`src/rtl/calc_operand_seq_v.sv`:
```
// rtl/calc_operand_seq_v.sv - nibble-to-operand sequencer and result register around unsigned_calc_v
// Optional macro CALC_WRAP_FLAG_EN enables the below-zero wrap flag on o_wrap.
module calc_operand_seq_v #(
    parameter int HOLD_OPERANDS = 1
) (
    input  logic       i_clk,
    input  logic       i_rst,
    input  logic       i_nib_valid,
    input  logic [3:0] i_nib,
    output logic       o_nib_ready,
    output logic [3:0] o_au,
    output logic [3:0] o_bu,
    output logic [3:0] o_cu,
    input  logic [7:0] i_fu,
    output logic [7:0] o_res,
    output logic       o_res_valid,
    input  logic       i_res_ready,
    output logic       o_busy,
    output logic       o_wrap
);

    typedef enum logic [2:0] {
        S_A    = 3'd0,
        S_B    = 3'd1,
        S_C    = 3'd2,
        S_EVAL = 3'd3,
        S_OUT  = 3'd4
    } state_t;

    state_t state;
    state_t state_next;
    logic   accept;
    logic   res_take;

    // Handshake outputs decode straight from the state register, so i_res_ready never reaches o_nib_ready.
    assign o_nib_ready = (state == S_A) || (state == S_B) || (state == S_C);
    assign o_res_valid = (state == S_OUT);
    assign o_busy      = (state != S_A);
    assign accept      = i_nib_valid & o_nib_ready;
    assign res_take    = o_res_valid & i_res_ready;

    always_comb begin
        state_next = state;
        case (state)
            S_A:     if (accept) state_next = S_B;
            S_B:     if (accept) state_next = S_C;
            S_C:     if (accept) state_next = S_EVAL;
            S_EVAL:  state_next = S_OUT;
            S_OUT:   if (res_take) state_next = S_A;
            default: state_next = S_A;
        endcase
    end

    always_ff @(posedge i_clk) begin
        if (i_rst) begin
            state <= S_A;
            o_au  <= 4'd0;
            o_bu  <= 4'd0;
            o_cu  <= 4'd0;
            o_res <= 8'd0;
        end else begin
            state <= state_next;
            if (accept) begin
                case (state)
                    S_A:     o_au <= i_nib;
                    S_B:     o_bu <= i_nib;
                    S_C:     o_cu <= i_nib;
                    default: ;
                endcase
            end
            if (state == S_EVAL)
                o_res <= i_fu;
            if (res_take && (HOLD_OPERANDS == 0)) begin
                o_au <= 4'd0;
                o_bu <= 4'd0;
                o_cu <= 4'd0;
            end
        end
    end

`ifdef CALC_WRAP_FLAG_EN
    logic [7:0] pos_sum;
    logic [7:0] neg_sum;

    // 7a + 6c peaks at 195 and 3b at 45, so 8-bit sums never overflow.
    assign pos_sum = 8'd7 * {4'd0, o_au} + 8'd6 * {4'd0, o_cu};
    assign neg_sum = 8'd3 * {4'd0, o_bu};

    always_ff @(posedge i_clk) begin
        if (i_rst)
            o_wrap <= 1'b0;
        else if (state == S_EVAL)
            o_wrap <= (pos_sum < neg_sum);
    end
`else
    assign o_wrap = 1'b0;
`endif

endmodule

```
`config.mk`:
```
export PLATFORM = sky130hd
export DESIGN_NAME = calc_operand_seq_v
export DESIGN_NICKNAME = d
export VERILOG_FILES = /design/src/rtl/calc_operand_seq_v.sv
export SDC_FILE = /design/constraint.sdc
export NUM_CORES = 1
export LEC_CHECK = 0
export ABC_CLOCK_PERIOD_IN_PS = 1500
export CORE_MARGIN = 2
export CORE_UTILIZATION = 23
export DETAILED_ROUTE_END_ITERATION = 8
export GPL_ROUTABILITY_DRIVEN = 0
export RECOVER_POWER = 25
export SYNTH_ARGS = -nofsm -noshare
export SYNTH_HDL_FRONTEND = slang
export SYNTH_SLANG_ARGS = --single-unit
```
`constraint.sdc`:
```
create_clock -name i_clk -period 1.5 [get_ports i_clk]
set_input_delay 0.3 -clock i_clk [delete_from_list [all_inputs] [get_ports i_clk]]
set_output_delay 0.3 -clock i_clk [all_outputs]
set_load 0.05 [all_outputs]
```
==> results_dict.tcl <==
set metrics [dict create \
    hold_path_depth 2 \
    groute.usage.overall_pct 9.504 \
    core_area_um2 4414 \
    diodes 0 \
    reg2reg_from "state[0]" \
    initial_core_util_pct 24.15 \
    syn_to_final_growth_pct 61.74 \
    synth-seq-cells 23 \
    numCtsBuffers 3 \
    r2r_slack_ns 0.15 \
    utilization_pct 39.06 \
    yosysTopAreaCell "dfxtp_1" \
    cpPeakStageDelay_ns 0.38 \
    critPathSlowestCell "or3_4" \
    ys_seq_area_share_pct 43.19 \
    cp-start-kind "flop" \
    netlist_area_um2 1066 \
    power_density_nw_per_um2 775.8 \
    p_leak_nw 0.8593 \
    synth_nets 117 \
    cts_root_buf "clkbuf_8" \
    fin_skew_ns 0.005152 \
    num_vias 822 \
    timing.slew.headroom_pct 64.69 \
    hold_end "o_res[2]" \
    synth_area_leaders "dfxtp_1 43%, nand2b_1 20%, mux2i_1 19%, nor4b_4 2.2%, buf_4 2.1%" \
    io_pins 40 \
    critPathMaxFanout 4 \
    antenna_found_initial 0 \
    status "completed" \
    antenna_left 0 \
    cts-htree-levels 1 \
    placed_cell_area_um2 1730 \
    holdCritPathClass "reg -> reg" \
    grt_pass1_wl_mm 3.919 \
    dp_slack_ns -0.04775 \
    period_needed_ns 1.470 \
    final-max-slew-violation-count 0 \
    drt_iter0_drc 34 \
    ir_drop_mv 0.3417 \
    num-nets-final 158 \
    finalCritPeriodShare_pct 97.98 \
    grt_pass1_vias 816 \
    synth_cell_type_count 21 \
    timing.rr.end "o_au[2]" \
    overflow 0 \
    tritoncts "done" \
    clkLatencyLatePin_ns 0.26 \
    ff2ff_path_depth 5 \
    die_w_um 72.08 \
    design_area_um2 1724 \
    fp.dieH_um 72.08 \
    synth_top_area_share_pct 43.19 \
    fmax_ghz 0.6804 \
    firstDrtPassIters 2 \
    numPortBuffers 38 \
    clk_path_buf_depth 2 \
    whs_ns 0.4769 \
    dp_hpwl_mm 1.835 \
    finalSetupViolCount 0 \
    finalSetupTns_ns 0 \
    setup_slack_ns 0.03027 \
    cp.required_ns 1.20 \
    drcViolationCount 0 \
    clkTransAtPathRegs_ns 0.09 \
    fillers 436 \
    rsz0062_at_grt "false" \
    worst_setup_path_end_kind "output pin" \
    grt_max_degree 20 \
    tightestPinTransition_ns 0.5288 \
    postSynthAreaPerCell_um2 10.55 \
    crit_path_cell_trace "or3_4 -> buf_6" \
    yosysWarnings 0 \
    crit_arrival_ns 1.17 \
    min_from "o_res[2]" \
    cts_hold_buf 0 \
    syn_inst 101 \
    drt-total-wl_mm 2.316 \
    wl_per_cell_um 12.00 \
    layout-drive-gt1-share_pct 23.40 \
    viasPerCell 4.259 \
    cts.sinks 23 \
    hold_viol_final 0 \
    dieArea_um2 5196 \
    drv_cap 0 \
    row_count 24 \
    crit_type "reg -> out" \
]
-- where the power goes --
group          total (mW)  internal [mW]  switching, mW
Combinational       0.298          0.155          0.143
Clock               0.385          0.185          0.200
Sequential          0.654          0.631         0.0228
-- what timing repair did --
action	CTS	global route
setup buffers	0	1
setup endpoints to repair	2	1
gates resized for setup	4	2
-- per-layer routing --
layer	GRT usage [%]	share of wire, %
met1	12.10	43
met2	15.70	52
met3	1.528	3.2
met4	4.403	1.6
met5	0	0
-- stage by stage --
step,std cells,total power [mW]
finish,193,1.338
global route,193,1.395
CTS,192,1.364
detailed placement,188,0.9806
global placement,188,0.9760
floorplan,101,0.8312
-- layout make-up --
| type | instances | area [um^2] | area share, % |
|---|---|---|---|
| flip-flops and latches | 23 | 466.7 | 27.07 |
| multi-input cells | 68 | 559.3 | 32.44 |
| clock inverters | 1 | 5.005 | 0.2903 |
| repair buffers | 46 | 586.8 | 34.03 |
| well taps | 52 | 65.06 | 3.774 |
| clock buffers | 3 | 41.29 | 2.395 |
-- cells by family (layout without fill, tap and decap cells) --
| family | after synthesis | count (layout) | synth area share, % |
|---|---|---|---|
| simple gates | 43 | 43 | 28.76 |
| flops | 23 | 23 | 43.19 |
| mux | 20 | 20 | 18.78 |
| buf+inv | 10 | 50 | 5.633 |
| compound gates | 4 | 4 | 3.286 |
| other cells | 1 | 1 | 0.3518 |
-- worst max-delay path by stage --
stage | start | to | slack, ns
after floorplan | state[1] | o_res_valid | 0.08
after global placement | i_nib_valid | o_au[3] | 0.02
after detailed placement | i_nib_valid | o_au[2] | -0.05
after CTS | state[0] | o_busy | 0.009
after global routing | state[2] | o_res_valid | 0.001
final | state[0] | o_busy | 0.03
-- state kept, by name (all words and copies together), names as in the netlist --
name	count
o_bu	4
state	3
o_cu	4
o_au	4
o_res	8
-- worst max-delay path: cells and delay by family (launching register included) --
| family | cells | cell delay, ns |
|---|---|---|
| and+or+nand+nor | 1 | 0.38 |
| DFF | 1 | 0.36 |
| buffers and inverters | 1 | 0.16 |
-- cells in the final DEF, fill, tap and decap left out --
| cell type | Yosys | layout |
|---|---|---|
| a211oi_1 | 1 | 1 |
| a211oi_2 | 1 | 1 |
| a21oi_2 | 0 | 1 |
| and3b_1 | 1 | 1 |
| buf_12 | 0 | 12 |
| buf_4 | 3 | 8 |
| buf_6 | 1 | 1 |
| clkbuf_8 | 0 | 3 |
| clkdlybuf4s50_1 | 0 | 14 |
| clkinv_2 | 0 | 1 |
| conb_1 | 1 | 1 |
| dfxtp_1 | 23 | 20 |
| dfxtp_2 | 0 | 2 |
| dfxtp_4 | 0 | 1 |
| dlygate4sd3_1 | 0 | 1 |
| dlymetal6s2s_1 | 0 | 10 |
| mux2i_1 | 20 | 20 |
| nand2b_1 | 34 | 34 |
| nand3b_1 | 1 | 1 |
| nand4bb_1 | 2 | 2 |
| nor3b_2 | 0 | 1 |
| nor4b_1 | 1 | 1 |
| nor4b_4 | 1 | 1 |
| o21ba_1 | 1 | 1 |
| or3_4 | 0 | 1 |
| or3b_1 | 1 | 1 |
-- cell usage after synthesis (all sizes together) --
cell type,number
nand2b,34
mux2i,20
nor3b,1
dfxtp,23
clkbuf,4
and3b,1
a21oi,1
buf,6
nor4b,2
nand4bb,2
nand3b,1
or3,1
or3b,1
o21ba,1
a211oi,2
conb,1
No activity file was read; power rests on OpenSTA's default activity.
